`src/rtl/oram_request_arbiter.sv`:
```
// Round-robin arbiter sharing one ORAM port among NUM_REQ requesters.
// Define ORAM_ARB_DUMMY_EN to add idle-time dummy reads every DUMMY_GAP cycles.
module oram_request_arbiter #(
  parameter int NUM_REQ   = 4,
  parameter int D         = 8,
  parameter int A         = 4,
  parameter int DUMMY_GAP = 16
) (
  input  logic                   clk,
  input  logic                   rst_n,
  input  logic [NUM_REQ-1:0]     req_valid,
  input  logic [NUM_REQ-1:0]     req_rw,
  input  logic [NUM_REQ*D-1:0]   req_addr,
  input  logic [NUM_REQ*8*A-1:0] req_wdata,
  output logic [NUM_REQ-1:0]     req_ready,
  output logic [NUM_REQ-1:0]     rsp_valid,
  output logic [8*A-1:0]         rsp_rdata,
  output logic [D-1:0]           oram_block_number,
  output logic [8*A-1:0]         oram_w_value,
  output logic                   oram_rw_indicator,
  output logic                   oram_input_ready,
  input  logic [8*A-1:0]         oram_r_value,
  input  logic                   oram_output_ready,
  output logic                   busy
);

  localparam int W  = 8 * A;
  localparam int GW = $clog2(NUM_REQ);

  typedef enum logic [1:0] {
    S_IDLE,
    S_ISSUE,
    S_WAIT,
    S_RESP
  } state_t;

  state_t          state_q, state_d;
  logic [GW-1:0]   rr_q, rr_d;
  logic [GW-1:0]   g_q;
  logic            rw_q;
  logic [D-1:0]    addr_q;
  logic [W-1:0]    wdata_q;
  logic [W-1:0]    rdata_q;

  logic            gnt_vld;
  logic [GW-1:0]   gnt_idx;
  logic [GW-1:0]   cand;
  logic [NUM_REQ-1:0] gnt_oh;
  logic            accept;
  logic            dummy_q;

  // First requester at or after the rr pointer, wrapping.
  always_comb begin
    gnt_vld = 1'b0;
    gnt_idx = '0;
    cand    = '0;
    for (int i = 0; i < NUM_REQ; i++) begin
      cand = GW'((int'(rr_q) + i) % NUM_REQ);
      if (!gnt_vld && req_valid[cand]) begin
        gnt_vld = 1'b1;
        gnt_idx = cand;
      end
    end
  end

  always_comb begin
    gnt_oh          = '0;
    gnt_oh[gnt_idx] = gnt_vld;
  end

  assign accept = (state_q == S_IDLE) && gnt_vld;
  assign rr_d   = (gnt_idx == GW'(NUM_REQ - 1)) ? '0 : gnt_idx + 1'b1;

`ifdef ORAM_ARB_DUMMY_EN
  localparam int CW = $clog2(DUMMY_GAP + 1);

  logic [CW-1:0] idle_cnt_q;
  logic [D-1:0]  dummy_addr_q;
  logic          dummy_go;

  assign dummy_go = (state_q == S_IDLE) && (req_valid == '0) &&
                    (idle_cnt_q == CW'(DUMMY_GAP - 1));

  always_ff @(posedge clk or negedge rst_n) begin
    if (!rst_n) begin
      idle_cnt_q   <= '0;
      dummy_addr_q <= '0;
      dummy_q      <= 1'b0;
    end else begin
      if (state_q != S_IDLE || req_valid != '0 || dummy_go)
        idle_cnt_q <= '0;
      else
        idle_cnt_q <= idle_cnt_q + 1'b1;
      if (dummy_go) begin
        dummy_addr_q <= dummy_addr_q + 1'b1;
        dummy_q      <= 1'b1;
      end else if (accept) begin
        dummy_q      <= 1'b0;
      end
    end
  end
`else
  assign dummy_q = 1'b0;
`endif

  always_comb begin
    state_d = state_q;
    unique case (state_q)
      S_IDLE: begin
        if (gnt_vld) state_d = S_ISSUE;
`ifdef ORAM_ARB_DUMMY_EN
        else if (dummy_go) state_d = S_ISSUE;
`endif
      end
      S_ISSUE: state_d = S_WAIT;
      // Dummy results are dropped, so RESP is skipped.
      S_WAIT: begin
        if (oram_output_ready)
          state_d = dummy_q ? S_IDLE : S_RESP;
      end
      S_RESP:  state_d = S_IDLE;
      default: state_d = S_IDLE;
    endcase
  end

  always_ff @(posedge clk or negedge rst_n) begin
    if (!rst_n) begin
      state_q <= S_IDLE;
      rr_q    <= '0;
      g_q     <= '0;
      rw_q    <= 1'b0;
      addr_q  <= '0;
      wdata_q <= '0;
      rdata_q <= '0;
    end else begin
      state_q <= state_d;
      if (accept) begin
        g_q     <= gnt_idx;
        rw_q    <= req_rw[gnt_idx];
        addr_q  <= req_addr[int'(gnt_idx)*D +: D];
        wdata_q <= req_wdata[int'(gnt_idx)*W +: W];
        rr_q    <= rr_d;
      end
`ifdef ORAM_ARB_DUMMY_EN
      else if (dummy_go) begin
        rw_q    <= 1'b0;
        addr_q  <= dummy_addr_q;
        wdata_q <= '0;
      end
`endif
      if (state_q == S_WAIT && oram_output_ready && !dummy_q)
        rdata_q <= rw_q ? '0 : oram_r_value;
    end
  end

  always_comb begin
    rsp_valid      = '0;
    rsp_valid[g_q] = (state_q == S_RESP);
  end

  assign req_ready         = (rst_n && state_q == S_IDLE) ? gnt_oh : '0;
  assign rsp_rdata         = rdata_q;
  assign oram_block_number = addr_q;
  assign oram_w_value      = wdata_q;
  assign oram_rw_indicator = rw_q;
  assign oram_input_ready  = (state_q == S_ISSUE);
  assign busy              = (state_q != S_IDLE);

endmodule
```
`config.mk`:
```
export PLATFORM = sky130hd
export DESIGN_NAME = oram_request_arbiter
export DESIGN_NICKNAME = d
export VERILOG_FILES = /design/src/rtl/oram_request_arbiter.sv
export SDC_FILE = /design/constraint.sdc
export NUM_CORES = 1
export LEC_CHECK = 0
export ABC_AREA = 1
export CAP_MARGIN = 15
export CORE_AREA = 5 5 109 111
export CTS_CLUSTER_DIAMETER = 100
export CTS_CLUSTER_SIZE = 16
export DETAILED_ROUTE_END_ITERATION = 8
export DIE_AREA = 0 0 114 116
export DONT_BUFFER_PORTS = 1
export PLACE_DENSITY = 0.6
export SLEW_MARGIN = 20
export SYNTH_ARGS = -nofsm -noshare
export SYNTH_HDL_FRONTEND = slang
export SYNTH_SLANG_ARGS = --single-unit
```
`constraint.sdc`:
```
create_clock -name clk -period 3.5 [get_ports clk]
set_clock_uncertainty 0.15 [all_clocks]
set_input_delay 0.7 -clock clk [delete_from_list [all_inputs] [get_ports clk]]
set_output_delay 0.7 -clock clk [all_outputs]
set_load 0.05 [all_outputs]
```
==> metrics, run 1 <==
status finished clean; number of nets in the layout 924; chip width 114 um; root buffer cell clkbuf_8; Hold WS between 70 and 80 ps; share of post-route cells with drive strength above 1 roughly 6.4%; Psw roughly 4600 uW; Post-DP HPWL roughly 11000 um; Yosys top cell area share roughly 39%; reg2reg end oram_w_value[26]$_DFFE_PN0P_; crit start category flip-flop; area delta synth->final 3.023%; Initial Util roughly 48%; Setup-failing EPs final 0; Die H around 120 um; CP arrival between 2000 and 2500 ps; overall global routing resource usage between 20% and 30%; WS Path Type reg2out; setup slack, reg-to-reg 550 ps; RSZ-0062 raised after global routing no; total wire length approximately 16000 um; Post-Syn Area 0.005132 mm^2; Diodes inserted 0; WL/cell about 18 um; fin crit period 3300 ps; largest cells by area after synthesis dfrtp_1 39%, nand2_1 20%, nand3_1 17%; worst r2r src rr_q[0]$_DFFE_PN0P_; antenna violations before repair 0; total negative slack 0 ps; clock slew at reported path FFs 80 ps; Longest Clk Path Bufs 2; pin count of the biggest net entering global routing just over 80; commonest cells after routing, fill and taps aside 267 x nand2_1, 170 x nand3_1, 78 x dfrtp_1; Max Transition Viols Final 0; Slew HR about a third; internal power 2695 uW; Num CTS Buffers 9; Seq pwr share 41.0%; htree depth 3; PortBufs 0; total grt overflow 0; DRT iter0 DRCs about 370; Synth Instances 740; Fin. Hold Viols 0; Final Wtd Congestion slightly below 0.9; #FFs+latches synth between 70 and 80; CTS sink count 79; CTS tree done; Crit Path Max Fanout 16; pwr/cell area around 1400 mW/mm^2; Post-CTS Setup Bufs 0; Worst-Skew Late Latency 340 ps; crit share post-route a little over nine tenths; Worst Hold Class in2async; Fmax achieved between 300 and 400 MHz; Worst R2R Path Depth 12; net count after synthesis 949; Leakage 0.002768 uW; Logic pwr share between 50 and 60%; Ports around 290; most area-hungry cell type in the Yosys netlist dfrtp_1; global-route wire length before repair about 24000 um; syn_area_per_cell 6.936 um^2; worst vdd ir 1.136 mV; DIE AREA 0.01322 mm^2; DRC violations left 0; post-route ant nets 0; Crit path required time ~2700 ps; Pre-Repair DR Iteration Count 5; max cap viols 0; number of global-route vias before repair about 4800; crit path capture type output pin; clock share of power under 10%; Synthesis Warnings 0; row count 38; Core ar. 0.01070 mm^2; vias post-DR about 4800; commonest non-fill, non-tap cell in the layout nand2_1; sequential fraction of the synthesis area about two fifths; vias per cell between 5 and 6; Synth cell types 22; Worst-Margin Slew slightly below 1000 ps; switch share 63.16%
[power groups by stage]
stage / Clock [uW] / Combinational [uW] / Sequential, uW
after global routing: 651 / 4280 / 3060
after floorplan: 0 / 3340 / 2860
after global placement: 0 / 3630 / 3020
after CTS: 613 / 3780 / 3010
final: 591 / 3720 / 3000
after detailed placement: 0 / 3750 / 3020
[how the worst max path moves through the flow]
stage,from,slack [ps],to,cells after the start
finish,rr_q[0]$_DFFE_PN0P_,200,req_ready[0],11
global route,rr_q[0]$_DFFE_PN0P_,10,req_ready[3],13
CTS,rr_q[0]$_DFFE_PN0P_,70,req_ready[0],11
detailed placement,req_valid[3],350,oram_w_value[26]$_DFFE_PN0P_,12
global placement,req_valid[3],410,req_ready[0],11
floorplan,req_valid[3],30,req_ready[0],10
[cells in the mapped netlist (all sizes together)]
master  number
nand2      272
nand3      170
dfrtp       79
inv         61
buf         42
nand3b      42
o21ai       38
clkbuf      11
nor2         8
nor3         7
ha           6
a21oi        2
o21bai       1
o22ai        1
[cell families (layout without fill, tap and decap cells)]
| kind of cell | Yosys count | after routing | synth area share, % |
|---|---|---|---|
| AOI/OAI and AO/OA | 42 | 42 | 4.169 |
| adders and majority gates | 6 | 6 | 1.463 |
| buffers and inverters | 114 | 94 | 11.48 |
| DFF | 79 | 79 | 38.52 |
| and+or+nand+nor | 499 | 499 | 44.37 |
[timing repair]
| item | 4_1_cts | 5_1_grt |
|---|---|---|
| endpoints found under the setup margin | 1 | 4 |
| endpoints found under the hold margin | 79 | 0 |
| gates resized for setup | 1 | 3 |
| hold buffers | 1 | 0 |
[cell type report]
cell class                      instances  area, um^2
Clock buffer                           10       127.6
Clock inverter                          6       37.54
Timing Repair Buffer                   17       151.4
Tap cell                              140       175.2
Multi-Input combinational cell        547        2586
Inverter                               61       231.5
Fill cell                            1072        5410
Sequential cell                        79        1978
[layer usage]
metal,up-vias,share of wire [%],global-route usage [%]
met5,-,0,0
met4,0,1.3,5.938
met3,19,10,7.676
met2,221,49,39.27
met1,2198,40,28.27
li1,2333,-,-
[critical path, cell delays in order (launching register included)]
cell and delay, ps:
dfrtp_2 500, inv_4 130, nand2_1 60, nand2_1 110, nand2_1 90, o21ai_1 100
nand3b_1 190, nand2_4 170, inv_2 90, nand2_1 110, nor3_1 280, buf_4 260
[metrics by stage]
stage	instances	utilization (%)	total power [uW]	area (um^2)	worst slack, ps
final	860	49.43	7315	5288	200.0
after detailed placement	843	47.51	6775	5082	348.3
after CTS	860	49.36	7399	5280	74.71
after floorplan	740	-	6206	5137	26.58
after global routing	860	49.43	7987	5288	10.56
after global placement	843	47.51	6656	5082	407.1
[sequential cells by signal, indices dropped and copies added, names as in the netlist]
signal / flops
g_q: 2
oram_block_number: 8
rr_q: 2
rsp_rdata: 32
oram_rw_indicator: 1
oram_w_value: 32
state_q: 2
No activity file was read; power rests on OpenSTA's default activity.
==> run 2, diff against run 1 <==
--- a/constraint.sdc
+++ b/constraint.sdc
@@ -3,3 +3,3 @@
 set_input_delay 0.7 -clock clk [delete_from_list [all_inputs] [get_ports clk]]
 set_output_delay 0.7 -clock clk [all_outputs]
-set_load 0.05 [all_outputs]
+set_load 0.02 [all_outputs]
==> run 2 against run 1 <==
  * Worst setup slack better by 70 ps
  * Utilization rose by 0.070 points
  * Sequential power decreased by 28%
  * Non-clock buffer count is 4 lower
  * Highest routed layer unchanged
==> metrics, run 2 (synthesis results as in run 1) <==
status finished clean; Ports roughly 290; PortBufs 0; vias post-DR ~4800; critical path's most frequent cell nand2_1; Global Route met3 Usage slightly above 6%; Setup-failing EPs final 0; crit start category flip-flop; crit path to req_ready[2]; setup slack, reg-to-reg 620 ps; met2 Usage GRT between 30% and 40%; crit share post-route 92.28%; worst r2r src rr_q[0]$_DFFE_PN0P_; Slew HR approximately a third; Longest Clk Path Bufs 2; root buffer cell clkbuf_8; Pre-Repair DR Iteration Count 6; global-route wire length before repair roughly 24000 um; Initial Util between 40% and 50%; Worst R2R Path Depth 11; share of post-route cells with drive strength above 1 approximately 5.9%; Top Family by Delay on Critical Path simple AND/OR/NAND/NOR gates; overall global routing resource usage 22.95%; Worst-Skew Late Latency approximately 350 ps; crit path capture type output pin; chip width 114 um; CP max-delay cell dfrtp_2; Num CTS Buffers 9; Die H about 120 um; Post-DP HPWL between 10000 and 15000 um; critical-path cell list inv_2 -> nand2_1 -> nand3_1 -> nand2_1 -> nor2_2 -> nand2_1 -> nor2_1 -> nor2_4 -> buf_4 -> nor3_1 -> buf_4; Diodes inserted 0; DRC violations left 0; number of global-route vias before repair roughly 4600; grt peak-use layer met2; total grt overflow 0; CP bufs+invs 3; post-route ant nets 0; htree depth 3; vias per cell approximately 5.6; WL/cell 18.27 um; total wire length around 16000 um; CTS tree done; Max Transition Viols Final 0; M1 GR Usage 28.68%; clock slew at reported path FFs roughly 80 ps; Final Power between 6000 and 7000 uW; Crit Path Max Fanout 23; Setup crit start rr_q[0]$_DFFE_PN0P_; DRT iter0 DRCs 250; WS Path Type reg2out; total negative slack 0 ps; DIE AREA roughly 0.013 mm^2; RSZ-0062 raised after global routing no; Fin. Hold Viols 0; Fmax achieved a little over 300 MHz; fin crit period approximately 3200 ps; CTS sink count 79; largest stage delay on the critical path between 400 and 500 ps; antenna violations before repair 0; footprint of the multi-input gates roughly 0.0026 mm^2; pwr/cell area around 1200 mW/mm^2; CP arrival approximately 2400 ps; Crit path required time 2650 ps; max cap viols 0; Critical Path Stages 11; row count 38; Worst Hold Class in2async; reg2reg end oram_w_value[26]$_DFFE_PN0P_; Leakage about 0.0028 uW; number of nets in the layout 920; FF/Latch Area approximately 0.002 mm^2; commonest non-fill, non-tap cell in the layout nand2_1; area delta synth->final 3.169%; commonest cells after routing, fill and taps aside 267 x nand2_1, 170 x nand3_1, 78 x dfrtp_1; pin count of the biggest net entering global routing between 80 and 90; Final Wtd Congestion 0.8407; Worst-Margin Slew about 1000 ps; FILL cells roughly 1100; worst vdd ir between 0.8 and 0.9 mV; Core ar. 0.01070 mm^2
[run 2: changes by cell type in the layout (fill, tap and decap cells not counted), sizes merged]
cell and change:
clkbuf -1, buf -4, inv +2, clkinvlp +1
bufinv +2, clkinv -4
[run 2: per-stage QoR]
step                worst slack [ps]  cells  util [%]  hold slack (ps)  instance area, um^2
floorplan                      564.7    740         -            254.4                 5132
global placement               536.9    839     47.18            256.5                 5047
detailed placement             512.0    839     47.18            257.0                 5047
CTS                            176.8    856     49.49            90.18                 5294
global route                   34.06    856     49.50            98.40                 5295
finish                         270.3    856     49.50            90.20                 5295
[run 2: timing repair]
action | in CTS | in global routing
hold buffers | 1 | 0
setup buffers | 0 | 0
setup endpoints to repair | 0 | 2
endpoints found under the hold margin | 79 | 0
resized for setup | 0 | 1
[run 2: worst min-delay path by stage]
stage	start	to	depth (start not counted)
global placement	rst_n	rsp_rdata[9]$_DFFE_PN0P_	0
CTS	rst_n	rsp_rdata[10]$_DFFE_PN0P_	1
floorplan	rst_n	g_q[0]$_DFFE_PN0P_	0
detailed placement	rst_n	rsp_rdata[10]$_DFFE_PN0P_	0
finish	rst_n	rsp_rdata[10]$_DFFE_PN0P_	1
global route	rst_n	rsp_rdata[9]$_DFFE_PN0P_	1
[run 2: final cells by class]
cell class	count	area share [%]
Tap cell	140	3.308
Timing Repair Buffer	13	2.221
Sequential cell	79	37.36
Inverter	61	4.324
Multi-Input combinational cell	547	48.65
Clock buffer	9	2.339
Clock inverter	7	1.796
[run 2: where the power goes]
| part | switching [uW] | internal, uW |
|---|---|---|
| clock | 347 | 404 |
| sequential | 819 | 1350 |
| combinational | 2530 | 1090 |
[run 2: metal layers]
layer / vias up / part of all wire, %
met5: - / 0
met4: 0 / 1.9
met3: 22 / 9.5
met2: 233 / 50
met1: 2203 / 39
li1: 2326 / -
==> run 3, diff against run 2 <==
- SLEW_MARGIN: 20 -> 25
- clock period: 3.5 -> 3.7 ns (I/O delays scaled with it)
==> run 3 against run 2 <==
  * Clock power down 2%
  * Sequential share of layout area down 0.25 points
  * Clock-buffer cell count unchanged
  * Routed wire length down 0.43%
  * Critical path depth unchanged
  * Cell count up 0.12%
  * Utilization up 0.34 points
  * Total power down 4.7%
  * Combinational power down 5%
  * Critical endpoint unchanged
  * Highest routed layer is now met5
==> metrics, run 3 (synthesis results as in run 1) <==
status finished clean; Top Family by Delay on Critical Path simple AND/OR/NAND/NOR gates; Final Wtd Congestion 0.9148; FF/Latch Area 0.001978 mm^2; Fin. Hold Viols 0; share of post-route cells with drive strength above 1 between 5 and 6%; Die H roughly 120 um; Hold WS about 130 ps; FILL cells 1059; met2 Usage GRT a little under two fifths; M1 GR Usage 28.69%; commonest non-fill, non-tap cell in the layout nand2_1; total wire length 15570 um; Post-CTS Setup Bufs 0; Pre-Repair DR Iteration Count 5; number of nets in the layout 921; DIE AREA roughly 0.013 mm^2; Post-DP HPWL roughly 11000 um; commonest cells after routing, fill and taps aside 267 x nand2_1, 170 x nand3_1, 78 x dfrtp_1; root buffer cell clkbuf_8; DRC violations left 0; DRT iter0 DRCs 356; Longest Clk Path Bufs 2; total negative slack 0 ps; CP arrival between 2000 and 3000 ps; critical path's most frequent cell nand2_1; number of global-route vias before repair between 4000 and 5000; Crit Path Max Fanout 23; row count 38; Num CTS Buffers 9; vias per cell around 5.5; Inst Count DP approximately 840; area delta synth->final 3.876%; grt peak-use layer met2; Global Route met3 Usage under 10%; Final Non-Filler Cells roughly 860; WL/cell roughly 18 um; global-route wire length before repair between 20000 and 25000 um; chip width 114 um; Max Transition Viols Final 0; Fmax achieved between 200 and 300 MHz; footprint of the multi-input gates around 0.0026 mm^2; Worst Hold Class in2async; PortBufs 0; CP max-delay cell dfrtp_2; CTS sink count slightly below 80; fin crit period 3389 ps; RSZ-0062 raised after global routing no; htree depth 3; overall global routing resource usage between 20% and 30%; post-route ant nets 0; vias post-DR 4751; Initial Util between 40% and 50%; Ports 286; antenna violations before repair 1; Diodes inserted 0; Setup-failing EPs final 0; crit start category flip-flop; clock slew at reported path FFs approximately 90 ps; critical-path cell list inv_2 -> nand2_1 -> nand3_1 -> nand2_1 -> nor2_2 -> nand2_1 -> nor2_1 -> nor2_4 -> buf_4 -> nor3_1 -> buf_4; total grt overflow 0; max cap viols 0; pwr/cell area between 1000 and 1500 mW/mm^2; Leakage between 0.002 and 0.003 uW; CTS tree done; WS Path Type reg2out; Crit path required time about 2800 ps; Slew HR between 30% and 40%; crit share post-route 91.60%; crit path capture type output pin; largest stage delay on the critical path roughly 500 ps; worst vdd ir 0.7960 mV; pin count of the biggest net entering global routing 83; Core ar. about 0.011 mm^2; CP bufs+invs 3; Worst-Margin Slew 927.7 ps; Worst-Skew Late Latency ~350 ps
run 3: cell types whose count changed in the layout (fill, tap and decap cells not counted), sizes merged:
cell      previous run  this run
buf                 13        14
clkinv               2         1
clkinvlp             1         2
run 3: path summary, 6_finish.rpt:
check,slack (ps),end,start,cells past startpoint
max in group asynchronous,2940,rr_q[0]$_DFFE_PN0P_,rst_n,1
setup / recovery,310,req_ready[2],rr_q[0]$_DFFE_PN0P_,11
hold / removal,130,rsp_rdata[6]$_DFFE_PN0P_,rst_n,1
hold reg to reg,450,g_q[0]$_DFFE_PN0P_,g_q[0]$_DFFE_PN0P_,2
min in group clk,370,rsp_rdata[4]$_DFFE_PN0P_,oram_r_value[4],2
setup reg to reg,970,oram_rw_indicator$_DFFE_PN0P_,rr_q[0]$_DFFE_PN0P_,13
run 3: per-stage QoR:
step | utilization [%] | total power, uW | worst slack (ps) | area [um^2]
2_1_floorplan | - | 5004 | 684.7 | 5132
3_3_place_gp | 47.18 | 5413 | 532.2 | 5047
3_5_place_dp | 47.18 | 5514 | 499.9 | 5047
4_1_cts | 49.57 | 6273 | 196.2 | 5303
5_1_grt | 49.84 | 6881 | 135.9 | 5331
6_report | 49.84 | 6234 | 310.8 | 5331
run 3: what timing repair did:
action,CTS,global route
resized for setup,0,1
hold buffers,1,0
endpoints found under the setup margin,0,1
endpoints found under the hold margin,79,0
run 3: layout make-up:
class,instances,share of cell area [%]
inverters,61,4.295
flip-flops and latches,79,37.10
multi-input cells,547,48.32
clock inverters,7,1.948
well taps,140,3.286
repair buffers,14,2.722
clock buffers,9,2.323
run 3: layer usage:
metal / part of all wire [%] / vias up
met5: 0.064 / -
met2: 48 / 242
met1: 39 / 2158
met3: 11 / 24
met4: 2.1 / 2
li1: - / 2325
run 3: power breakdown:
part	switching (uW)	internal, uW
clock	346	388
sequential	774	1270
combinational	2390	1060
total	3510	2720
